**src/rtl/ex_stage_sequencer_pkg.sv**
```systemverilog
// Shared types and encodings for the multi-cycle EX-stage sequencer.
// Opcodes come from ir[15:12]; ALUOp and pc_src encodings are driven toward the EX block.
package ex_stage_sequencer_pkg;

  typedef enum logic [2:0] {
    S_FETCH, S_DECODE, S_EXEC, S_MEM, S_WB, S_HALT, S_TRAP
  } state_e;

  localparam logic [3:0] OP_R    = 4'h1;
  localparam logic [3:0] OP_ADDI = 4'h2;
  localparam logic [3:0] OP_LW   = 4'h3;
  localparam logic [3:0] OP_SW   = 4'h4;
  localparam logic [3:0] OP_BEQ  = 4'h5;
  localparam logic [3:0] OP_JMP  = 4'h6;
  localparam logic [3:0] OP_HALT = 4'hF;

  localparam logic [1:0] ALU_ADD   = 2'b00;
  localparam logic [1:0] ALU_SUB   = 2'b01;
  localparam logic [1:0] ALU_FUNCT = 2'b10;

  localparam logic [1:0] PC_PLUS2  = 2'b00;
  localparam logic [1:0] PC_BRANCH = 2'b01;
  localparam logic [1:0] PC_JUMP   = 2'b10;

  function automatic logic op_legal(input logic [3:0] op);
    case (op)
      OP_R, OP_ADDI, OP_LW, OP_SW, OP_BEQ, OP_JMP, OP_HALT: return 1'b1;
      default:                                             return 1'b0;
    endcase
  endfunction

endpackage

```
**src/rtl/ex_stage_sequencer_if.sv**
```systemverilog
// Control bundle between the sequencer (master) and the IR/memory/EX datapath (slave).
interface ex_stage_sequencer_if #(parameter int RET_W = 16);
  logic [3:0]       opcode;
  logic             zero;
  logic             mem_ready;
  logic             mem_req;
  logic             mem_write;
  logic             ir_write;
  logic             pc_write;
  logic [1:0]       pc_src;
  logic             Branch;
  logic             ALUSrc;
  logic [1:0]       ALUOp;
  logic             reg_write;
  logic             mem_to_reg;
  logic             halted;
  logic             illegal;
  logic [RET_W-1:0] retired;

  modport master (
    input  opcode, zero, mem_ready,
    output mem_req, mem_write, ir_write, pc_write, pc_src, Branch, ALUSrc, ALUOp,
           reg_write, mem_to_reg, halted, illegal, retired
  );

  modport slave (
    output opcode, zero, mem_ready,
    input  mem_req, mem_write, ir_write, pc_write, pc_src, Branch, ALUSrc, ALUOp,
           reg_write, mem_to_reg, halted, illegal, retired
  );
endinterface

```
**src/rtl/ex_ctrl_decode.sv**
```systemverilog
// Combinational strobe decode from (state, latched opcode, zero, mem_ready).
// Everything is forced quiet while active_i is low (reset and the cycle right after it).
module ex_ctrl_decode
  import ex_stage_sequencer_pkg::*;
(
  input  logic       active_i,
  input  state_e     state_i,
  input  logic [3:0] op_i,
  input  logic       zero_i,
  input  logic       mem_ready_i,
  output logic       mem_req_o,
  output logic       mem_write_o,
  output logic       ir_write_o,
  output logic       pc_write_o,
  output logic [1:0] pc_src_o,
  output logic       branch_o,
  output logic       alu_src_o,
  output logic [1:0] alu_op_o,
  output logic       reg_write_o,
  output logic       mem_to_reg_o,
  output logic       halted_o,
  output logic       illegal_o
);

  always_comb begin
    mem_req_o    = 1'b0;
    mem_write_o  = 1'b0;
    ir_write_o   = 1'b0;
    pc_write_o   = 1'b0;
    pc_src_o     = PC_PLUS2;
    branch_o     = 1'b0;
    alu_src_o    = 1'b0;
    alu_op_o     = ALU_ADD;
    reg_write_o  = 1'b0;
    mem_to_reg_o = 1'b0;
    halted_o     = 1'b0;
    illegal_o    = 1'b0;
    if (active_i) begin
      case (state_i)
        S_FETCH: begin
          mem_req_o  = 1'b1;
          ir_write_o = mem_ready_i;
          pc_write_o = mem_ready_i;
        end
        S_EXEC: begin
          case (op_i)
            OP_R:                begin alu_op_o = ALU_FUNCT; end
            OP_ADDI, OP_LW, OP_SW: begin alu_op_o = ALU_ADD; alu_src_o = 1'b1; end
            OP_BEQ: begin
              alu_op_o   = ALU_SUB;
              branch_o   = 1'b1;
              pc_src_o   = PC_BRANCH;
              pc_write_o = zero_i;
            end
            OP_JMP: begin
              pc_write_o = 1'b1;
              pc_src_o   = PC_JUMP;
            end
            default: ;
          endcase
        end
        S_MEM: begin
          mem_req_o   = 1'b1;
          mem_write_o = (op_i == OP_SW);
        end
        S_WB: begin
          reg_write_o  = 1'b1;
          mem_to_reg_o = (op_i == OP_LW);
        end
        S_HALT:  halted_o  = 1'b1;
        S_TRAP:  illegal_o = 1'b1;
        default: ;
      endcase
    end
  end

endmodule

```
**src/rtl/ex_stage_sequencer.sv**
```systemverilog
// Multi-cycle FETCH/DECODE/EXEC/MEM/WB sequencer: state, latched opcode and retired counter.
// HALT and TRAP are absorbing; only reset leaves them.
module ex_stage_sequencer
  import ex_stage_sequencer_pkg::*;
#(
  parameter int RET_W = 16
) (
  input  logic                 clock,
  input  logic                 reset,
  ex_stage_sequencer_if.master bus
);

  state_e           state_q, state_d;
  logic [3:0]       opcode_q, opcode_d;
  logic [RET_W-1:0] retired_q, retired_d;
  logic             run_q;
  logic             retire;

  // run_q holds the first fetch back until one clean edge has passed after reset.
  always_ff @(posedge clock or posedge reset) begin
    if (reset) begin
      state_q   <= S_FETCH;
      opcode_q  <= '0;
      retired_q <= '0;
      run_q     <= 1'b0;
    end else begin
      state_q   <= state_d;
      opcode_q  <= opcode_d;
      retired_q <= retired_d;
      run_q     <= 1'b1;
    end
  end

  always_comb begin
    state_d  = state_q;
    opcode_d = opcode_q;
    retire   = 1'b0;
    if (run_q) begin
      case (state_q)
        S_FETCH:  if (bus.mem_ready) state_d = S_DECODE;
        S_DECODE: begin
          opcode_d = bus.opcode;
          state_d  = op_legal(bus.opcode) ? S_EXEC : S_TRAP;
        end
        S_EXEC: begin
          case (opcode_q)
            OP_R, OP_ADDI:  state_d = S_WB;
            OP_LW, OP_SW:   state_d = S_MEM;
            OP_BEQ, OP_JMP: begin state_d = S_FETCH; retire = 1'b1; end
            OP_HALT:        begin state_d = S_HALT;  retire = 1'b1; end
            default:        state_d = S_TRAP;
          endcase
        end
        S_MEM: begin
          if (bus.mem_ready) begin
            if (opcode_q == OP_SW) begin
              state_d = S_FETCH;
              retire  = 1'b1;
            end else begin
              state_d = S_WB;
            end
          end
        end
        S_WB:    begin state_d = S_FETCH; retire = 1'b1; end
        S_HALT:  state_d = S_HALT;
        S_TRAP:  state_d = S_TRAP;
        default: state_d = S_FETCH;
      endcase
    end
    retired_d = (retire && (retired_q != '1)) ? retired_q + RET_W'(1) : retired_q;
  end

  assign bus.retired = retired_q;

  ex_ctrl_decode u_decode (
    .active_i     (run_q),
    .state_i      (state_q),
    .op_i         (opcode_q),
    .zero_i       (bus.zero),
    .mem_ready_i  (bus.mem_ready),
    .mem_req_o    (bus.mem_req),
    .mem_write_o  (bus.mem_write),
    .ir_write_o   (bus.ir_write),
    .pc_write_o   (bus.pc_write),
    .pc_src_o     (bus.pc_src),
    .branch_o     (bus.Branch),
    .alu_src_o    (bus.ALUSrc),
    .alu_op_o     (bus.ALUOp),
    .reg_write_o  (bus.reg_write),
    .mem_to_reg_o (bus.mem_to_reg),
    .halted_o     (bus.halted),
    .illegal_o    (bus.illegal)
  );

endmodule

```
**src/flat_wrapper.sv**
```systemverilog
// flat-port wrapper written by rule: the top's interface ports become plain ports
module ex_stage_sequencer_flat import ex_stage_sequencer_pkg::*;
#(
  parameter int RET_W = 16
)
  (clock, reset, bus_opcode, bus_zero, bus_mem_ready, bus_mem_req, bus_mem_write, bus_ir_write, bus_pc_write, bus_pc_src, bus_Branch, bus_ALUSrc, bus_ALUOp, bus_reg_write, bus_mem_to_reg, bus_halted, bus_illegal, bus_retired);
  ex_stage_sequencer_if #(.RET_W(RET_W)) bus_i ();
  input  logic clock;
  input  logic reset;
  input wire logic [$bits(bus_i.opcode)-1:0] bus_opcode;
  input wire logic [$bits(bus_i.zero)-1:0] bus_zero;
  input wire logic [$bits(bus_i.mem_ready)-1:0] bus_mem_ready;
  output wire logic [$bits(bus_i.mem_req)-1:0] bus_mem_req;
  output wire logic [$bits(bus_i.mem_write)-1:0] bus_mem_write;
  output wire logic [$bits(bus_i.ir_write)-1:0] bus_ir_write;
  output wire logic [$bits(bus_i.pc_write)-1:0] bus_pc_write;
  output wire logic [$bits(bus_i.pc_src)-1:0] bus_pc_src;
  output wire logic [$bits(bus_i.Branch)-1:0] bus_Branch;
  output wire logic [$bits(bus_i.ALUSrc)-1:0] bus_ALUSrc;
  output wire logic [$bits(bus_i.ALUOp)-1:0] bus_ALUOp;
  output wire logic [$bits(bus_i.reg_write)-1:0] bus_reg_write;
  output wire logic [$bits(bus_i.mem_to_reg)-1:0] bus_mem_to_reg;
  output wire logic [$bits(bus_i.halted)-1:0] bus_halted;
  output wire logic [$bits(bus_i.illegal)-1:0] bus_illegal;
  output wire logic [$bits(bus_i.retired)-1:0] bus_retired;
  assign bus_i.opcode = bus_opcode;
  assign bus_i.zero = bus_zero;
  assign bus_i.mem_ready = bus_mem_ready;
  assign bus_mem_req = bus_i.mem_req;
  assign bus_mem_write = bus_i.mem_write;
  assign bus_ir_write = bus_i.ir_write;
  assign bus_pc_write = bus_i.pc_write;
  assign bus_pc_src = bus_i.pc_src;
  assign bus_Branch = bus_i.Branch;
  assign bus_ALUSrc = bus_i.ALUSrc;
  assign bus_ALUOp = bus_i.ALUOp;
  assign bus_reg_write = bus_i.reg_write;
  assign bus_mem_to_reg = bus_i.mem_to_reg;
  assign bus_halted = bus_i.halted;
  assign bus_illegal = bus_i.illegal;
  assign bus_retired = bus_i.retired;
  ex_stage_sequencer #(.RET_W(RET_W)) u_core (.clock(clock), .reset(reset), .bus(bus_i));
endmodule
```
**config.mk**
```make
export PLATFORM = sky130hd
export DESIGN_NAME = ex_stage_sequencer_flat
export DESIGN_NICKNAME = d
export VERILOG_FILES = /design/src/rtl/ex_stage_sequencer_pkg.sv /design/src/rtl/ex_stage_sequencer_if.sv /design/src/rtl/ex_ctrl_decode.sv /design/src/rtl/ex_stage_sequencer.sv /design/src/flat_wrapper.sv
export SDC_FILE = /design/constraint.sdc
export NUM_CORES = 1
export LEC_CHECK = 0
export CELL_PAD_IN_SITES_DETAIL_PLACEMENT = 1
export CELL_PAD_IN_SITES_GLOBAL_PLACEMENT = 2
export CORE_ASPECT_RATIO = 0.6
export CORE_MARGIN = 2
export CORE_UTILIZATION = 29
export CTS_CLUSTER_DIAMETER = 150
export DETAILED_ROUTE_END_ITERATION = 6
export GPL_TIMING_DRIVEN = 0
export PLACE_DENSITY = 0.89
export SYNTH_ARGS = -nofsm -noshare
export SYNTH_HDL_FRONTEND = slang
export SYNTH_SLANG_ARGS = --single-unit
```
**constraint.sdc**
```tcl
create_clock -name clock -period 2.83 [get_ports clock]
set_input_delay 0.283 -clock clock [delete_from_list [all_inputs] [get_ports clock]]
set_output_delay 0.283 -clock clock [all_outputs]
set_load 0.02 [all_outputs]
```
==> results_dict.tcl <==
set metrics [dict create \
    status "finished clean" \
    hold_violations 0 \
    h-tree-depth 1 \
    cts_tree "done" \
    worst_pin_slew_ns 0.971 \
    end_kind "output pin" \
    cts.sinks 24 \
    clock_latency_ns 0.27 \
    fmax_ghz 0.381 \
    worst_setup_path_start_kind "flop" \
    layout-drive-gt1-share_pct 11.3 \
    syn-num-nets 172 \
    timing.slew.headroom_pct 35.2 \
    routedWlPerCell_um 14.8 \
    slowest_delay_ns 0.59 \
    drv_cap 0 \
    clock_skew_ns 0.00532 \
    crit_fanout 7 \
    fin_ws_ns 0.207 \
    overflow 0 \
    rows 20 \
    cellLeakagePower_nw 0.799 \
    clk_pin_slew_ns 0.08 \
    async_flop_share_pct 100 \
    synth.top_cell.area_share_pct 39.8 \
    num-fill-cells 599 \
    synth.avg_cell_area_um2 9.26 \
    yosysSeqAreaShare_pct 39.8 \
    peakVddDrop_v 0.000139 \
    grt_max_degree 25 \
    crit_buf_inv 2 \
    crit_arrival_ns 2.34 \
    drt_first_pass_iters 4 \
    fin_setup_tns_ns 0 \
    cts_buffers 3 \
    hpwlAfterDp_um 3150 \
    cts_root_buf "clkbuf_8" \
    synth_area_leaders "dfrtp_1, xor2_1, mux2_2" \
    start_util_pct 30.0 \
    via_per_inst 4.91 \
    multi_input_area_um2 832 \
    slew_violations 0 \
    slowest_stage "clkdlybuf4s50_1" \
    antenna_found_initial 0 \
    coreArea_um2 5030 \
    antenna_left 0 \
    syn_area_um2 1510 \
    areaGrowthSynthToFinish_pct 34.2 \
    cts_buffer_depth 2 \
    synth_top_area_cell "dfrtp_1" \
    grt_usage_pct 14.6 \
    worst-setup-path-type "flop to output pin" \
    ys_warn_count 0 \
    grt_pass1_wl_um 6630 \
    cts_hold_buffers 0 \
    final_nets 214 \
    ys.flop_type "dfrtp_1" \
    crit_chain "nand2b_1, nor2_2, nand2_1, nor3b_2, buf_4, clkdlybuf4s50_1" \
    regArea_um2 601 \
    hold_class "flop to flop" \
    die_w_um 97.1 \
    fin_crit_ns 2.62 \
    synth_cell_type_count 45 \
    routed_wl_um 4010 \
    die_h_um 59.9 \
    post-place-ws_ns 0.287 \
    finalCritPeriodShare_pct 92.7 \
    synth_edf_count 0 \
    diodes 0 \
    netlist_instances 163 \
    ys_ff_latch 24 \
    drt_iter0_markers 43 \
    rsz0062_at_grt "false" \
    vias 1325 \
    portBuffers 37 \
    crit_required_ns 2.55 \
    drc_errors 0 \
    grt_pass1_vias 1248 \
    dieArea_um2 5820 \
    gp_congestion 0.774 \
    finalSetupViolations 0 \
    ios 38 \
    crit_family "simple AND/OR/NAND/NOR gates" \
    power.density_nw_per_um2 302 \
    cts_setup_buffers 0 \
]
cell families (layout without fill, tap and decap cells):
| group | count (synthesis) | count (layout) | synth area share, % |
|---|---|---|---|
| other | 1 | 1 | 0.249 |
| muxes | 6 | 6 | 4.48 |
| buffers and inverters | 16 | 57 | 5.55 |
| xor gates and xnor gates | 16 | 16 | 9.29 |
| AOI/OAI and AO/OA | 23 | 23 | 11.2 |
| DFF | 24 | 24 | 39.8 |
| and+or+nand+nor | 76 | 76 | 28.6 |
| adders and majority gates | 1 | 1 | 0.829 |
synth_stat cells, types with 3 or more instances:
master and number:
nand2b_1 4, mux2_2 6, inv_1 8, nor3b_1 6
dfrtp_1 24, nor4_1 3, and3_1 4, clkbuf_1 3
nor3_1 8, xnor2_1 3, a21oi_1 3, nand3_1 7
nand2_1 16, o21ai_0 6, xor2_1 13, nor2_1 15
sequential cells by signal, indices dropped and copies added, names as in the netlist:
name,cells
u_core.opcode_q,4
u_core.bus.retired,16
u_core.state_q,3
u_core.run_q,1
where the power goes:
group / total [W] / switching [W] / internal [W]
combinational: 0.0000298 / 0.0000167 / 0.0000131
clock: 0.000236 / 0.000111 / 0.000124
sequential: 0.000345 / 0.00000158 / 0.000343
total: 0.000610 / 0.000130 / 0.000481
metrics by stage:
step	total power (W)	cells	instance area (µm²)	utilization (%)	hold WS [ns]
6_report	0.000610	270	2020	40.2	0.493
5_1_grt	0.000640	270	2020	40.2	0.516
4_1_cts	0.000625	270	2020	40.1	0.498
3_5_place_dp	0.000382	266	1960	39.0	0.484
3_3_place_gp	0.000382	266	1960	39.0	0.473
2_1_floorplan	0.000363	163	1510	-	0.298
layout make-up:
type	instances	area share, %
well taps	66	4.08
repair buffers	37	18.3
multi-input cells	123	41.1
inverters	8	1.48
plain buffers	8	2.66
clock buffers	4	2.72
flip-flops and latches	24	29.7
what timing repair did:
action	4_1_cts	5_1_grt
endpoints found under the setup margin	2	2
gates resized for setup	1	1
pin swaps	0	0
layout by cell type (no fill, tap or decap), types with 2 or more instances in the layout:
cell type	count
a21oi_1	3
a31oi_1	2
and3_1	4
buf_4	2
buf_6	2
clkbuf_1	3
clkbuf_8	4
clkdlybuf4s50_1	37
dfrtp_1	24
inv_1	8
mux2_2	6
nand2_1	16
nand2b_1	4
nand3_1	7
nand4_1	2
nor2_1	14
nor3_1	8
nor3b_1	5
nor4_1	3
nor4b_1	2
o21ai_0	6
xnor2_1	3
xor2_1	13
per-layer routing:
metal | routed length [µm] | vias to the layer above | GRT usage (%)
li1 | - | 659 | -
met1 | 2380 | 641 | 23.9
met2 | 1450 | 23 | 18.8
met3 | 163 | 2 | 4.09
met4 | 7 | 0 | 1.21
met5 | 0 | - | 0
final timing paths:
| path | start | endpoint | slack, ns | cells past startpoint |
|---|---|---|---|---|
| worst max register to register | u_core.opcode_q[1] | u_core.bus.retired[14] | 0.50 | 6 |
| worst min register to register | u_core.bus.retired[13] | u_core.bus.retired[13] | 0.49 | 1 |
| worst max-delay path | u_core.state_q[2] | bus_pc_src[0] | 0.21 | 6 |
| worst min-delay path | u_core.bus.retired[13] | u_core.bus.retired[13] | 0.49 | 1 |
| min in group asynchronous | reset | u_core.bus.retired[7] | 0.54 | 2 |
| max in group asynchronous | reset | u_core.run_q | 1.70 | 2 |
(Power assumes the default switching activity.)
